`config.mk`:
```
export PLATFORM = sky130hd
export DESIGN_NAME = uart_rx
export DESIGN_NICKNAME = d
export VERILOG_FILES = /design/src/rtl/uart_rx.sv
export SDC_FILE = /design/constraint.sdc
export NUM_CORES = 1
export LEC_CHECK = 0
export BUFFER_PORTS_ARGS = -buffer_cell sky130_fd_sc_hd__buf_4
export CORE_MARGIN = 2
export CORE_UTILIZATION = 53
export DETAILED_ROUTE_END_ITERATION = 8
export PLACE_DENSITY = 0.72
export SLEW_MARGIN = 15
export SYNTH_ARGS = -nofsm -noshare
export SYNTH_HDL_FRONTEND = slang
export SYNTH_SLANG_ARGS = --single-unit
```
`constraint.sdc`:
```
create_clock -name clk -period 5.37 [get_ports clk]
set_input_delay 0 -clock clk [delete_from_list [all_inputs] [get_ports clk]]
set_output_delay 0 -clock clk [all_outputs]
set_load 0.02 [all_outputs]
```
`src/rtl/uart_rx.sv`:
```
// uart_rx: 8N1 serial receiver with a 2-flop input synchronizer, mid-bit sampling,
// framing-error detection and a recover state that waits for the line to return high.
module uart_rx #(
   parameter int CLKS_PER_BIT = 5208
) (
   input  logic       clk,
   input  logic       rst,
   input  logic       rx,
   output logic [7:0] rx_data,
   output logic       rx_valid,
   output logic       rx_busy,
   output logic       frame_err
);
   localparam int CW = (CLKS_PER_BIT > 1) ? $clog2(CLKS_PER_BIT) : 1;
   localparam logic [CW-1:0] HALF_LAST = CW'(CLKS_PER_BIT / 2 - 1);
   localparam logic [CW-1:0] BIT_LAST  = CW'(CLKS_PER_BIT - 1);

   typedef enum logic [2:0] {IDLE, START, DATA, STOP, RECOVER} state_t;

   state_t          state, nxt;
   logic [1:0]      sync;
   logic            rxs;
   logic [CW-1:0]   cnt, cnt_n;
   logic [2:0]      idx, idx_n;
   logic [7:0]      shreg, shreg_n;
   logic            valid_n, ferr_n;

   assign rxs = sync[1];

   always_comb begin
      nxt     = state;
      cnt_n   = cnt + CW'(1);
      idx_n   = idx;
      shreg_n = shreg;
      valid_n = 1'b0;
      ferr_n  = 1'b0;
      case (state)
         IDLE: begin
            cnt_n = '0;
            nxt   = rxs ? IDLE : START;
         end
         START: if (cnt == HALF_LAST) begin
            cnt_n = '0;
            idx_n = '0;
            nxt   = rxs ? IDLE : DATA;
         end
         DATA: if (cnt == BIT_LAST) begin
            cnt_n        = '0;
            shreg_n[idx] = rxs;
            idx_n        = idx + 3'd1;
            nxt          = (idx == 3'd7) ? STOP : DATA;
         end
         STOP: if (cnt == BIT_LAST) begin
            cnt_n   = '0;
            valid_n = rxs;
            ferr_n  = !rxs;
            nxt     = rxs ? IDLE : RECOVER;
         end
         RECOVER: begin
            cnt_n = '0;
            nxt   = rxs ? IDLE : RECOVER;
         end
         default: begin
            cnt_n = '0;
            nxt   = IDLE;
         end
      endcase
   end

   always_ff @(posedge clk) begin
      if (!rst) begin
         sync      <= 2'b11;
         state     <= IDLE;
         cnt       <= '0;
         idx       <= '0;
         shreg     <= '0;
         rx_data   <= '0;
         rx_valid  <= 1'b0;
         frame_err <= 1'b0;
         rx_busy   <= 1'b0;
      end else begin
         sync      <= {sync[0], rx};
         state     <= nxt;
         cnt       <= cnt_n;
         idx       <= idx_n;
         shreg     <= shreg_n;
         rx_data   <= valid_n ? shreg : rx_data;
         rx_valid  <= valid_n;
         frame_err <= ferr_n;
         rx_busy   <= nxt != IDLE;
      end
   end
endmodule

```
Word level (Yosys, flattened, before mapping)
Cells that the tools add are included.
{ "classes": {"div": 0, "eq_ne": 9, "n_reduce_logical": 9, "n_lt_le_gt_ge": 2, "multipliers": 0, "bitwise_logic": 0, "n_shift": 0, "muxes": 19, "add_sub_neg": 2} }
{ "ops": {"columns": ["operator", "count"], "rows": [
  ["13-bit two-way mux", 2],
  ["13-bit one-hot mux with 2 select lines", 1],
  ["3-bit two-way mux", 6],
  ["3-bit one-hot mux with 5 select lines", 1],
  ["13-bit by 1-bit adder with 13-bit output (second input constant)", 1],
  ["13-bit by 12-bit == test with 1-bit output (second input constant)", 1],
  ["13-bit == test (second input constant)", 1],
  ["8-bit bitwise mux", 1],
  ["3-bit by 2-bit == test with 1-bit output (second input constant)", 2],
  ["3-bit == test (second input constant)", 2],
  ["3-bit one-hot mux with 2 select lines", 1],
  ["3-bit AND reduction", 2],
  ["1-bit two-way mux", 5],
  ["3-bit by 4-bit less-than comparator with 1-bit output (second input constant)", 1],
  ["2-bit inequality test (second input constant)", 2],
  ["3-bit by 1-bit adder with 3-bit output (second input constant)", 1],
  ["1-bit demux with 3-bit select", 1],
  ["3-bit by 1-bit == test with 1-bit output (second input constant)", 1],
  ["3-bit by 1-bit >= comparator with 1-bit output (second input constant)", 1],
  ["3-bit logical NOT", 1],
  ["3-bit nonzero test", 1],
  ["2-bit two-way mux", 1],
  ["2-bit AND reduction", 1],
  ["2-bit nonzero test", 1],
  ["3 further kinds", 3]
]} }
{ "word_totals": {"reg_bits": 40, "output_inout_bits": 11, "n_memories": 0, "latch_bits": 0, "ramBits": 0, "romBits": 0, "wordCells": 50} }

Depth between registers and ports, before layout
{ "logic_depth": {"depth_word": 5, "mapped_depth": 8} }

Worst setup path after synthesis
OpenSTA, ideal clock, no wires.
{ "synth_timing": {"path_kind": "flip-flop to flip-flop", "startpoint": "register cnt[0]", "endpoint": "register cnt[10]", "arrival_ns": 1.586, "setup_slack_ns": 3.667, "period_less_slack_ns": 1.703, "path_stages_with_launch": 8, "path_buffers": 2, "setup_ns": 0.117, "cell_sequence": "dfxtp_1 ha_1 buf_2 nor4b_1 a31oi_1 o21ai_1 buf_2 nor2_1"} }
{ "synth_between": {"elab_chain_cells": 3} }
{ "synth_lines": {"columns": ["element", "line", "rtl"], "rows": [
  ["start, declared", "23", "logic [CW-1:0] cnt, cnt_n;"],
  ["start signal, assigned", "84", "cnt <= cnt_n;"],
  ["13-bit by 1-bit adder with 13-bit output, or another cell as far along", "32", "cnt_n = cnt + CW'(1);"],
  ["13-bit two-way mux (on tied branches)", "47, 53, 42", null],
  ["13-bit one-hot mux with 2 select lines (*)", "37", "case (state)"]
]} }
Every way passes the cells marked *; elsewhere a longest branch is shown, timed or not.
A chain may end at the register's enable or synchronous reset.

Worst setup path after layout
{ "layout_timing": {"startpoint": "register cnt[0]", "endpoint": "register cnt[7]"} }
The elaborated chain is that of the path after synthesis.

==> metrics.txt <==
CP top delay family=compound AO/OA/AOI/OAI gates; max-slew violation count=0; Starting DRT DRC Count=107; worst skew pair latency=0.34 ns; placed cell area=1977 um^2; PwrDens=220.9 nW/um^2; DR DRC count=0; Synth Net Count=209; most frequent cells in the layout=dfxtp_1 (40), nand3_1 (17), nor2_1 (16); Antenna Nets Post-Route=0; IO Port Bufs=13; Mapped Area=1907 um^2; global placement routability congestion=0.8224; GRT Overall Usage=20.56%; Final Hold Vio Count=0; initial core utilization=56.26%; CP endpoint kind=flop; Post-Syn Instances=203; I/O Pins=14; RSZ-0062 raised after global routing=false; status=finished clean; via count=1483; FFs w/ async S/R, synth=0%; critical path required time=5.57 ns; Top FF cell, synth=dfxtp_1; CTS max path bufs=2; Setup Buffers After CTS=0; FF-to-FF End=cnt[7]; WS Path Type=flop to flop; share of layout cells above drive strength 1=12.68%; post-route cell area=2053 um^2; GR Overflow Total=0; Final min period=2.301 ns; Fillers=301; Initial DRT Pass Iterations=4; P_leak=0.7717 nW; final setup TNS=0 ns; Crit path arrival time=2.50 ns; Seq cells post-synth=40; Total Wirelength=3624 um; Reg power frac=66.3%; global-route wire length before repair=6582 um; Clk pwr share=30.7%; chip width=63.98 um; Synth Area per Inst=9.393 um^2; Setup Skew=0.009690 ns; nature of the critical path startpoint=flop; Die ar.=4093 um^2; Hold Path Origin=sync[0]; Int Pwr=0.0003533 W; # rows=21; CTS tree=built; Slew @ Worst Pin=0.8752 ns; clock-pin transition on the worst setup and hold timing paths=0.11 ns; H-tree depth=2; Switching Fraction=22.10%; Tcrit/Tclk final=42.86%; largest net degree at the start of global routing=31; commonest non-fill, non-tap cell in the layout=dfxtp_1; number of global-route vias before repair=1445; Vias per Instance=5.726; IR drop worst, VDD=0.0001254 V; CP max FO=13; reg2reg start=cnt[0]; critical path, cell by cell=ha_1, nor4b_1, a31oi_1, o21ai_1, nor2_1; Hold Path Class=flop to flop; sequential area share after synthesis=41.99%; Inserted Clock Buffers=5; CP max stage cell=o21ai_1; Switch Pwr=0.0001002 W; post-DR wirelength/cell=13.99 um; DPL Wire Length=2426 um; Syn. warnings=0; CTS sink count=40; initial antenna violation count=0; slew margin rel.=41.26%; Post-synth EDFFs=0; n_diodes=0; final setup vio count=0; Crit. Startpoint=cnt[0]; hold-critical path depth=1; Hold EP=sync[1]; synthesis-to-finish area growth=7.677%; CP peak stage delay=0.73 ns; FF-to-FF path depth=5; Die Height=63.98 um; maxcap violations=0; Reg2Reg Setup Slack=3.07 ns; Yosys cell types=44; Crit path buffers/inverters=0; Combinational Power Share=3.1%; Core Box Area=3390 um^2; NumNets Final=219; clock root buffer=clkbuf_4; Max Fclk=434.5 MHz
[how the worst max path moves through the flow]
stage | endpoint | slack [ns] | cells past startpoint
CTS | cnt[7] | 3.07 | 5
global placement | rx_busy | 3.22 | 5
global route | cnt[11] | 2.81 | 5
finish | cnt[7] | 3.07 | 5
floorplan | cnt[10] | 3.67 | 7
detailed placement | cnt[7] | 3.10 | 5
[synthesized netlist by cell type (5+ instances only)]
cell type	n	share of area, %
nand4_1	10	3.3
a21boi_1	11	4.3
nand3_1	17	4.5
nand2_1	11	2.2
xor2_1	9	4.1
nand4b_1	5	2.3
o21ai_1	7	1.8
dfxtp_1	40	42
clkbuf_1	7	1.4
nor2_1	16	3.1
mux2i_1	8	4.2
nand2b_1	5	1.6
[area by class of cell]
cell class                 instances  area [um^2]  share of cell area, %
multi-input combinational        146         1006                  48.99
sequential                        40        800.8                  39.00
timing repair buffer              16        127.6                  6.216
tap                               46        57.56                  2.803
clock buffer                       6        41.29                  2.011
inverter                           4        15.01                 0.7313
clock inverter                     1        5.005                 0.2438
[worst reg2reg max path: cells and delay by family (launching register included)]
| family | cells | cell delay [ns] |
|---|---|---|
| AOI/OAI and AO/OA | 2 | 0.91 |
| and+or+nand+nor | 2 | 0.52 |
| DFF | 1 | 0.41 |
| adders and majority gates | 1 | 0.33 |
[state kept, by name (all words and copies together), names as in the netlist]
| register | cells |
|---|---|
| cnt | 13 |
| frame_err | 1 |
| idx | 3 |
| rx_busy | 1 |
| rx_data | 8 |
| rx_valid | 1 |
| shreg | 8 |
| state | 3 |
| sync | 2 |
[timing repair]
action                    CTS  global route
hold endpoints to repair    2             0
hold buffers                3             0
resized for setup           0             0
[layer usage]
layer,wire [um],GRT usage (%),vias to the layer above
li1,-,-,751
met1,1783,27.18,703
met2,1667,32.03,25
met3,144,6.866,4
met4,29,5.707,0
met5,0,0,-
[cell families after synthesis]
| family | Yosys count | share of synthesized area, % |
|---|---|---|
| muxes | 8 | 4.200 |
| xor gates and xnor gates | 10 | 4.593 |
| and+or+nand+nor | 93 | 30.25 |
| AOI/OAI and AO/OA | 32 | 11.75 |
| DFF | 40 | 41.99 |
| buffers and inverters | 17 | 5.249 |
| adders and majority gates | 3 | 1.969 |
[through the flow]
step / util, % / std cells / hold slack, ns / setup WS [ns] / total power (W)
3_5_place_dp: 58.32 / 249 / 0.1916 / 3.096 / 0.0003197
4_1_cts: 60.58 / 259 / 0.4233 / 3.073 / 0.0004586
6_report: 60.58 / 259 / 0.4175 / 3.069 / 0.0004535
2_1_floorplan: - / 203 / 0.1015 / 3.667 / 0.0003161
3_3_place_gp: 58.32 / 249 / 0.1850 / 3.223 / 0.0003192
5_1_grt: 60.58 / 259 / 0.4409 / 2.813 / 0.0004775
[power by group through the flow]
stage / combinational [W] / sequential (W) / clock (W)
floorplan: 0.00000953 / 0.000307 / 0
global placement: 0.0000121 / 0.000307 / 0
detailed placement: 0.0000125 / 0.000307 / 0
CTS: 0.0000141 / 0.000300 / 0.000144
global route: 0.0000154 / 0.000301 / 0.000161
finish: 0.0000140 / 0.000300 / 0.000139
Power figures use the tool's default switching activity.
